File: config.mk
export PLATFORM = sky130hd
export DESIGN_NAME = fp_addsub_seq
export DESIGN_NICKNAME = d
export VERILOG_FILES = /design/src/rtl/fp_addsub_seq.sv
export SDC_FILE = /design/constraint.sdc
export NUM_CORES = 1
export LEC_CHECK = 0
export BUFFER_PORTS_ARGS = -buffer_cell sky130_fd_sc_hd__buf_2
export CAP_MARGIN = 20
export CORE_MARGIN = 4
export CORE_UTILIZATION = 31
export DETAILED_ROUTE_END_ITERATION = 12
export PLACE_DENSITY = 0.55
export SLEW_MARGIN = 20
export SYNTH_ARGS = -nofsm -noshare
export SYNTH_HDL_FRONTEND = slang
export SYNTH_SLANG_ARGS = --single-unit
File: constraint.sdc
create_clock -name clk -period 6.77 [get_ports clk]
set_clock_uncertainty 0.1 [all_clocks]
set_input_delay 1.0155 -clock clk [delete_from_list [all_inputs] [get_ports clk]]
set_output_delay 1.0155 -clock clk [all_outputs]
set_load 0.02 [all_outputs]
File: src/rtl/fp_addsub_seq.sv
// IEEE-754 add/subtract walked through UNPACK/ALIGN/ADD/NORM/ROUND; each state names the data its registers hold.
// done pulses 5 cycles after start is accepted, independent of operands; start is ignored while busy.
module fp_addsub_seq #(
    parameter int EXP_W = 8,
    parameter int MAN_W = 23
) (
    input  logic                   clk,
    input  logic                   reset,
    input  logic                   start,
    input  logic                   sub,
    input  logic [EXP_W+MAN_W:0]   dataa,
    input  logic [EXP_W+MAN_W:0]   datab,
    output logic [EXP_W+MAN_W:0]   result,
    output logic                   busy,
    output logic                   done,
    output logic [3:0]             flags
);
    localparam int W  = 1 + EXP_W + MAN_W;
    localparam int XW = MAN_W + 4;
    localparam int EW = EXP_W + 1;
    localparam int CW = EXP_W + 7;
    localparam logic [EXP_W-1:0] E_ONES = '1;
    localparam logic [W-1:0]     QNAN   = {1'b0, E_ONES, 1'b1, {(MAN_W-1){1'b0}}};

    typedef enum logic [2:0] {IDLE, UNPACK, ALIGN, ADD, NORM, ROUND} state_t;
    state_t state, state_nx;

    logic             a_s, b_s, a_nan, b_nan, a_inf, b_inf, a_big;
    logic [EXP_W-1:0] a_e, b_e, a_ee, b_ee;
    logic [MAN_W-1:0] a_m, b_m;
    logic [MAN_W:0]   a_sig, b_sig;
    logic             sp_hit;
    logic [W-1:0]     sp_res;
    logic [3:0]       sp_flg;

    assign {a_s, a_e, a_m} = dataa;
    assign b_s   = datab[W-1] ^ sub;
    assign b_e   = datab[W-2:MAN_W];
    assign b_m   = datab[MAN_W-1:0];
    assign a_nan = (a_e == E_ONES) && (a_m != '0);
    assign b_nan = (b_e == E_ONES) && (b_m != '0);
    assign a_inf = (a_e == E_ONES) && (a_m == '0);
    assign b_inf = (b_e == E_ONES) && (b_m == '0);
    assign a_ee  = (a_e == '0) ? EXP_W'(1) : a_e;
    assign b_ee  = (b_e == '0) ? EXP_W'(1) : b_e;
    assign a_sig = {a_e != '0, a_m};
    assign b_sig = {b_e != '0, b_m};
    assign a_big = {a_ee, a_sig} >= {b_ee, b_sig};

    always_comb begin
        sp_hit = 1'b1;
        sp_res = QNAN;
        sp_flg = 4'b0000;
        if (a_nan || b_nan)
            sp_flg = {(a_nan && !a_m[MAN_W-1]) || (b_nan && !b_m[MAN_W-1]), 3'b000};
        else if (a_inf && b_inf && (a_s != b_s))
            sp_flg = 4'b1000;
        else if (a_inf)
            sp_res = {a_s, E_ONES, {MAN_W{1'b0}}};
        else if (b_inf)
            sp_res = {b_s, E_ONES, {MAN_W{1'b0}}};
        else
            sp_hit = 1'b0;
    end

    // UNPACK: operands sorted by magnitude; specials and zero sign are kept to the end
    logic             u_sp_hit, u_zs, u_sb, u_ss;
    logic [W-1:0]     u_sp_res;
    logic [3:0]       u_sp_flg;
    logic [EXP_W-1:0] u_eb, u_es;
    logic [MAN_W:0]   u_mb, u_ms;

    always_ff @(posedge clk) begin
        if (state == IDLE && start) begin
            u_sp_hit <= sp_hit;
            u_sp_res <= sp_res;
            u_sp_flg <= sp_flg;
            u_zs     <= a_s & b_s;
            u_sb     <= a_big ? a_s : b_s;
            u_ss     <= a_big ? b_s : a_s;
            u_eb     <= a_big ? a_ee : b_ee;
            u_es     <= a_big ? b_ee : a_ee;
            u_mb     <= a_big ? a_sig : b_sig;
            u_ms     <= a_big ? b_sig : a_sig;
        end
    end

    logic [EXP_W-1:0] diff;
    logic [XW-1:0]    ext_s, al_s;
    logic             l_sub;
    logic [EXP_W-1:0] l_e;
    logic [XW-1:0]    l_xb, l_xs;

    assign diff  = u_eb - u_es;
    assign ext_s = {u_ms, 3'b000};

    always_comb begin
        if (CW'(diff) >= CW'(XW - 1))
            al_s = {{(XW-1){1'b0}}, |ext_s};
        else
            al_s = (ext_s >> diff) | {{(XW-1){1'b0}}, |(ext_s & ~({XW{1'b1}} << diff))};
    end

    always_ff @(posedge clk) begin
        l_sub <= u_sb ^ u_ss;
        l_e   <= u_eb;
        l_xb  <= {u_mb, 3'b000};
        l_xs  <= al_s;
    end

    logic [XW:0]      sum_c, d_sum;
    logic [EXP_W-1:0] d_e;
    logic             d_s;

    assign sum_c = l_sub ? ({1'b0, l_xb} - {1'b0, l_xs}) : ({1'b0, l_xb} + {1'b0, l_xs});

    always_ff @(posedge clk) begin
        d_sum <= sum_c;
        d_e   <= l_e;
        d_s   <= (sum_c == '0) ? u_zs : u_sb;
    end

    // NORM: the left shift stops at exponent 1, leaving a denormal; n_e is the encoded exponent
    logic [CW-1:0] lzc, room, sh;
    logic [XW-1:0] nrm_m, n_m;
    logic [EW-1:0] nrm_e, n_e;
    logic          n_s;

    always_comb begin
        lzc = CW'(XW);
        for (int i = 0; i < XW; i++)
            if (d_sum[i]) lzc = CW'(XW - 1 - i);
        room = CW'(d_e) - CW'(1);
        sh   = (lzc < room) ? lzc : room;
        if (d_sum[XW]) begin
            nrm_m = d_sum[XW:1] | XW'(d_sum[0]);
            nrm_e = {1'b0, d_e} + EW'(1);
        end else begin
            nrm_m = d_sum[XW-1:0] << sh;
            nrm_e = nrm_m[XW-1] ? EW'(CW'(d_e) - sh) : '0;
        end
    end

    always_ff @(posedge clk) begin
        n_m <= nrm_m;
        n_e <= nrm_e;
        n_s <= d_s;
    end

    logic [MAN_W+1:0] rsig;
    logic [EW-1:0]    re;
    logic             inx;
    logic [W-1:0]     rnd_res;
    logic [3:0]       rnd_flg;

    always_comb begin
        inx  = |n_m[2:0];
        rsig = {1'b0, n_m[XW-1:3]} + (MAN_W+2)'(n_m[2] & (n_m[1] | n_m[0] | n_m[3]));
        if (rsig[MAN_W+1])
            re = n_e + EW'(1);
        else if (rsig[MAN_W])
            re = (n_e == '0) ? EW'(1) : n_e;
        else
            re = '0;
        rnd_res = {n_s, re[EXP_W-1:0], rsig[MAN_W-1:0]};
        rnd_flg = {2'b00, (re == '0) && inx, inx};
        if (re >= {1'b0, E_ONES}) begin
            rnd_res = {n_s, E_ONES, {MAN_W{1'b0}}};
            rnd_flg = 4'b0101;
        end
        if (u_sp_hit) begin
            rnd_res = u_sp_res;
            rnd_flg = u_sp_flg;
        end
    end

    always_ff @(posedge clk) begin
        if (reset) begin
            result <= '0;
            flags  <= '0;
        end else if (state == NORM) begin
            result <= rnd_res;
            flags  <= rnd_flg;
        end
    end

    always_ff @(posedge clk) begin
        if (reset) state <= IDLE;
        else       state <= state_nx;
    end

    always_comb begin
        state_nx = state;
        case (state)
            IDLE:    if (start) state_nx = UNPACK;
            UNPACK:  state_nx = ALIGN;
            ALIGN:   state_nx = ADD;
            ADD:     state_nx = NORM;
            NORM:    state_nx = ROUND;
            default: state_nx = IDLE;
        endcase
    end

    always_comb begin
        busy = (state != IDLE);
        done = (state == ROUND);
    end
endmodule
==> results.json, run 1 <==
{
  "ys_types": 92,
  "power_frac_comb_pct": 38.6,
  "setup_viol": 0,
  "power_density_nw_per_um2": 331,
  "cts-buffers-inserted": 29,
  "dp_slack_ns": 1.33,
  "start_util_pct": 31.6,
  "h-tree-depth": 1,
  "first_pass_iters": 5,
  "vdd_drop_max_mv": 0.182,
  "antenna_found_initial": 0,
  "synthArstFlopShare_pct": 0,
  "power.share.switching_pct": 39.4,
  "rows": 83,
  "run_status": "complete, no violations",
  "critPathMaxFanout": 16,
  "crit_path_start_kind": "register",
  "clk_pin_slew_ns": 0.06,
  "area_growth_pct": 13.2,
  "crit_type": "reg2reg",
  "synthCells": 1871,
  "cts.repair.resized": 0,
  "synth_top_area_share_pct": 21.2,
  "grt_pass1_vias": 13800,
  "die_area_sq_um": 56400,
  "synthTopCellsByArea": "dfxtp_1 21%, edfxtp_1 13%, ha_1 8.1%, mux2_2 5.2%, mux2i_1 4.8%",
  "max_cap_violations": 0,
  "final_nets": 2109,
  "hp-class": "reg2reg",
  "routedWlPerCell_um": 18.5,
  "drive_above_1_share_pct": 15.3,
  "cts_root_buf": "clkbuf_16",
  "post-dp-hpwl_um": 38300,
  "grt_max_degree": 72,
  "via_count": 14200,
  "via_per_inst": 5.38,
  "max_freq_mhz": 181,
  "wirelength_um": 48900,
  "route.detailed.drc": 0,
  "fin_crit_sh_pct": 81.6,
  "die_h_um": 238,
  "cp.arrival_ns": 5.85,
  "leakage_nw": 7.41,
  "utilization_pct": 35.7,
  "grt_setup_unrepaired": "false",
  "worstMarginPinSlew_ns": 0.995,
  "synth-edff-count": 71,
  "diodes": 0,
  "final_hold_viol_count": 0,
  "grt_pass1_wl_um": 76700,
  "synthesis.area_sq_um": 16300,
  "yosys_warnings": 0,
  "yosysTopAreaCell": "dfxtp_1",
  "slew_violations": 0,
  "cts_max_path_buffers": 3,
  "clock_latency_ns": 0.57,
  "fp.dieW_um": 238,
  "cts_sinks": 244,
  "p_sw_mw": 2.41,
  "cp-startpoint": "d_sum[2]$_DFF_P_",
  "pin_count": 106,
  "internal_power_mw": 3.71,
  "synth.avg_cell_area_sq_um": 8.73,
  "slew_headroom_pct": 32.7,
  "place.gp.congestion": 0.924,
  "globalRouteTotalUtil_pct": 16.6,
  "yosys_register_bits": 244,
  "core_area_sq_um": 51700,
  "finalWorstSetupSlack_ns": 1.24,
  "yosysMostFrequentCell": "dfxtp_1",
  "antenna_left": 0,
  "hold_buffers": 0,
  "hp-start": "l_e[1]$_DFF_P_",
  "period_needed_ns": 5.53,
  "grt.overflow.total": 0,
  "r2r_start": "d_sum[2]$_DFF_P_",
  "post_cts_buffers": 0,
  "pwr-share-seq_pct": 34.9,
  "fin_tns_setup_ns": 0,
  "synth_seq_area_share_pct": 34.3,
  "crit_required_ns": 7.09,
  "cp-end-kind": "register",
  "tritoncts": "yes",
  "ys_top_cells_by_count": "173 x dfxtp_1, 164 x nand2_1, 159 x nor2_1",
  "port_buffers": 105,
  "first_iter_violations": 909,
  "p_clk_share_pct": 26.4,
  "synth-main-ff-cell": "dfxtp_1"
}
==> layout make-up <==
| class | count | area [sq um] |
|---|---|---|
| timing repair buffer | 128 | 698 |
| clock buffer | 35 | 790 |
| sequential | 244 | 5600 |
| multi-input combinational | 1403 | 9870 |
| fill | 5380 | 33200 |
| tap | 680 | 851 |
| clock inverter | 18 | 205 |
| inverter | 126 | 473 |
==> flip-flops by register name (all words and copies together), names as in the netlist, 8 cells and up <==
signal  count
result     32
d_sum      28
l_xs       27
n_m        27
l_xb       24
u_mb       24
u_ms       24
n_e         9
d_e         8
l_e         8
u_eb        8
u_es        8
==> worst paths after layout <==
path / to / slack, ns / depth (start not counted)
min: d_e[1]$_DFF_P_ / 0.21 / 0
max: n_e[7]$_DFF_P_ / 1.24 / 22
max reg2reg: n_e[7]$_DFF_P_ / 1.24 / 22
min reg2reg: d_e[1]$_DFF_P_ / 0.21 / 0
==> power by group through the flow <==
stage / Clock (mW) / Combinational [mW] / Sequential, mW
floorplan: 0 / 1.78 / 2.00
global placement: 0 / 2.35 / 2.16
detailed placement: 0 / 2.34 / 2.17
CTS: 1.66 / 2.35 / 2.14
global route: 1.72 / 2.59 / 2.18
finish: 1.62 / 2.37 / 2.14
==> routing by layer <==
layer  vias up  wire length, um  global-route usage [%]
met1      6701            21400                    21.5
met3       105             2190                    2.04
met2       420            23400                    28.5
met4         0             1820                    6.12
li1       6946                -                       -
met5         -                0                       0
==> cells in the final DEF (no fill, tap or decap), drive strengths merged, types with 42 or more instances in the layout <==
| master | instances |
|---|---|
| nand3 | 45 |
| inv | 127 |
| dfxtp | 173 |
| buf | 128 |
| mux2 | 77 |
| nor3 | 52 |
| ha | 106 |
| o21ai | 102 |
| nand2 | 164 |
| a21oi | 107 |
| mux2i | 79 |
| edfxtp | 71 |
| xnor2 | 42 |
| nor2 | 159 |
==> critical path: stages, from the launching register on <==
cell and delay (ns):
dfxtp_1 0.52, nor2_1 0.09, o311ai_0 0.43, a311oi_1 0.22, nor2_1 0.21, inv_1 0.10, ha_1 0.28, nand2_1 0.05
nor2_1 0.16, a21boi_0 0.24, a31oi_1 0.22, a211oi_1 0.58, a21o_1 0.54, inv_2 0.08, ha_1 0.33, o21ai_0 0.09
nand2b_1 0.10, a21o_1 0.18, a21o_1 0.19, a21o_1 0.18, a21oi_1 0.19, mux2i_1 0.21, o2bb2ai_1 0.10
==> per-stage QoR <==
step	area, sq um	std cells	total power [mW]	hold WS [ns]
detailed placement	17500	2581	4.51	0.212
finish	18500	2634	6.13	0.214
global placement	17500	2581	4.51	0.212
floorplan	16300	1872	3.78	0.210
CTS	18500	2634	6.15	0.220
global route	18500	2634	6.49	0.213
==> kinds of logic after synthesis <==
logic type / count (synthesis) / share of synthesized area (%)
and+or+nand+nor: 578 / 17.0
AOI/OAI and AO/OA: 477 / 19.6
DFF: 244 / 34.3
buffers and inverters: 225 / 5.62
muxes: 163 / 11.1
adders and majority gates: 109 / 8.49
xor gates and xnor gates: 74 / 3.97
other: 1 / 0.0230
Note: power is estimated with default switching activity, not from simulation.
==> run 2, diff against run 1 <==
PLACE_DENSITY = 0.57   (was 0.55)
clock period = 4.5 ns   (was 6.77 ns; I/O delays follow)
==> run 2 against run 1 <==
Non-clock buffer count increased by 93. Register-to-register slack lost 1.1 ns. Die area stayed put. Wire length grew 2.6%.
==> results.json, run 2 (synthesis results as in run 1) <==
{
  "run_status": "complete, no violations",
  "internal_power_mw": 5.89,
  "largest_register": "result",
  "antenna_left": 0,
  "wirelength_um": 50100,
  "cts_sinks": 244,
  "cts_root_buf": "clkbuf_16",
  "power_frac_comb_pct": 42.5,
  "dp_slack_ns": 0.0415,
  "area_growth_pct": 19.1,
  "antenna_found_initial": 1,
  "crit_path_start_kind": "register",
  "start_util_pct": 31.6,
  "die_area_sq_um": 56400,
  "cp_num_buf_inv": 4,
  "cp.arrival_ns": 4.69,
  "final_nets": 2203,
  "diodes": 0,
  "port_buffers": 105,
  "max_freq_mhz": 230,
  "fillers": 5295,
  "via_count": 14700,
  "globalRouteTotalUtil_pct": 17.0,
  "fin_tns_setup_ns": 0,
  "leakage_nw": 7.91,
  "p_clk_share_pct": 25.0,
  "worstMarginPinSlew_ns": 0.946,
  "h-tree-depth": 1,
  "grt_setup_unrepaired": "true",
  "hp-class": "reg2reg",
  "largest_register_ffs": 32,
  "grt_pass1_vias": 14200,
  "r2r_slack_ns": 0.15,
  "pin_count": 106,
  "routedWlPerCell_um": 18.4,
  "finalWorstSetupSlack_ns": 0.151,
  "fin_crit_sh_pct": 96.6,
  "cp-end-kind": "register",
  "fp.dieW_um": 238,
  "vdd_drop_max_mv": 0.281,
  "power.share.switching_pct": 39.0,
  "clk_pin_slew_ns": 0.06,
  "first_iter_violations": 1043,
  "max_stage_delay_ns": 0.42,
  "cts_max_path_buffers": 3,
  "cts-buffers-inserted": 29,
  "rows": 83,
  "grt_max_degree": 72,
  "tritoncts": "yes",
  "layout_commonest_cell": "dfxtp_1",
  "period_needed_ns": 4.35,
  "power_density_nw_per_um2": 497,
  "critPathTopFamily": "compound AO/OA/AOI/OAI gates",
  "slew_headroom_pct": 35.3,
  "cp_slowest_cell": "a2111oi_1",
  "hold_buffers": 0,
  "grt.overflow.total": 0,
  "final_hold_viol_count": 0,
  "final_cell_mix": "169 x dfxtp_1, 163 x nand2_1, 155 x nor2_1, 121 x inv_1, 112 x buf_4",
  "p_sw_mw": 3.77,
  "largestRegisters": "result x32, d_sum x28",
  "crit_required_ns": 4.84,
  "utilization_pct": 37.6,
  "slew_violations": 0,
  "core_area_sq_um": 51700,
  "pwr-share-seq_pct": 32.5,
  "max_cap_violations": 0,
  "first_pass_iters": 5,
  "critPathMaxFanout": 12,
  "via_per_inst": 5.38,
  "post-dp-hpwl_um": 39700,
  "crit_type": "reg2reg",
  "die_h_um": 238,
  "finalPower_mw": 9.66,
  "path_cells": "nor4_4, nor2b_1, o21ai_1, a31oi_2, ha_1, nand2_1, nor2_2, a21boi_4, a31oi_4, a21o_1, buf_4, a21o_1, buf_12, a2111oi_1, nor4_1, buf_4, mux2_2, a221oi_4, buf_12, o22ai_1",
  "setup_viol": 0,
  "place.gp.congestion": 0.949,
  "route.detailed.drc": 0,
  "drive_above_1_share_pct": 20.7,
  "clock_latency_ns": 0.58,
  "grt_pass1_wl_um": 78500
}
[run 2: cell count changes in the layout (fill, tap and decap cells not counted), sizes merged]
cell      previous run  this run
clkinv              10         6
buf                128       221
clkinvlp             3         0
inv                127       130
clkbuf              35        41
bufinv               4         2
[run 2: metal layers]
metal  vias up  share of wire (%)  track usage (%)
li1       7146                  -                -
met1      7007                 42             21.5
met2       411                 50             30.0
met3        98                4.4             2.04
met4         0                3.4             5.54
met5         -                  0                0
[run 2: repair_timing]
item | in CTS | in global routing
buffers inserted | 0 | 10
gates resized for setup | 0 | 35
setup endpoints to repair | 0 | 13
[run 2: path summary, 6_finish.rpt]
kind                                        from        endpoint  cells past startpoint
worst max-delay path            d_sum[4]$_DFF_P_  n_e[2]$_DFF_P_                     20
worst max register to register  d_sum[4]$_DFF_P_  n_e[2]$_DFF_P_                     20
worst min register to register    l_e[5]$_DFF_P_  d_e[5]$_DFF_P_                      0
worst min-delay path              l_e[5]$_DFF_P_  d_e[5]$_DFF_P_                      0
[run 2: power groups by stage]
stage | clock network (mW) | logic [mW] | registers (mW)
final | 2.41 | 4.10 | 3.14
after detailed placement | 0 | 3.98 | 3.17
after CTS | 2.48 | 4.00 | 3.12
after global routing | 2.57 | 4.46 | 3.20
after global placement | 0 | 3.99 | 3.15
after floorplan | 0 | 2.73 | 3.00
[run 2: layout make-up]
class | instances | area (sq um) | share of cell area [%]
Clock inverter | 11 | 136 | 0.701
Multi-Input combinational cell | 1403 | 10100 | 51.7
Sequential cell | 244 | 5600 | 28.8
Timing Repair Buffer | 221 | 1450 | 7.44
Tap cell | 680 | 851 | 4.37
Timing Repair inverter | 1 | 6.26 | 0.0322
Inverter | 126 | 485 | 2.50
Clock buffer | 41 | 873 | 4.49
[run 2: stage by stage]
stage / instances / hold slack, ns / cell area (sq um)
5_1_grt: 2727 / 0.221 / 19400
4_1_cts: 2716 / 0.218 / 19200
2_1_floorplan: 1872 / 0.210 / 16400
3_5_place_dp: 2664 / 0.215 / 18200
6_report: 2727 / 0.226 / 19400
3_3_place_gp: 2664 / 0.214 / 18200
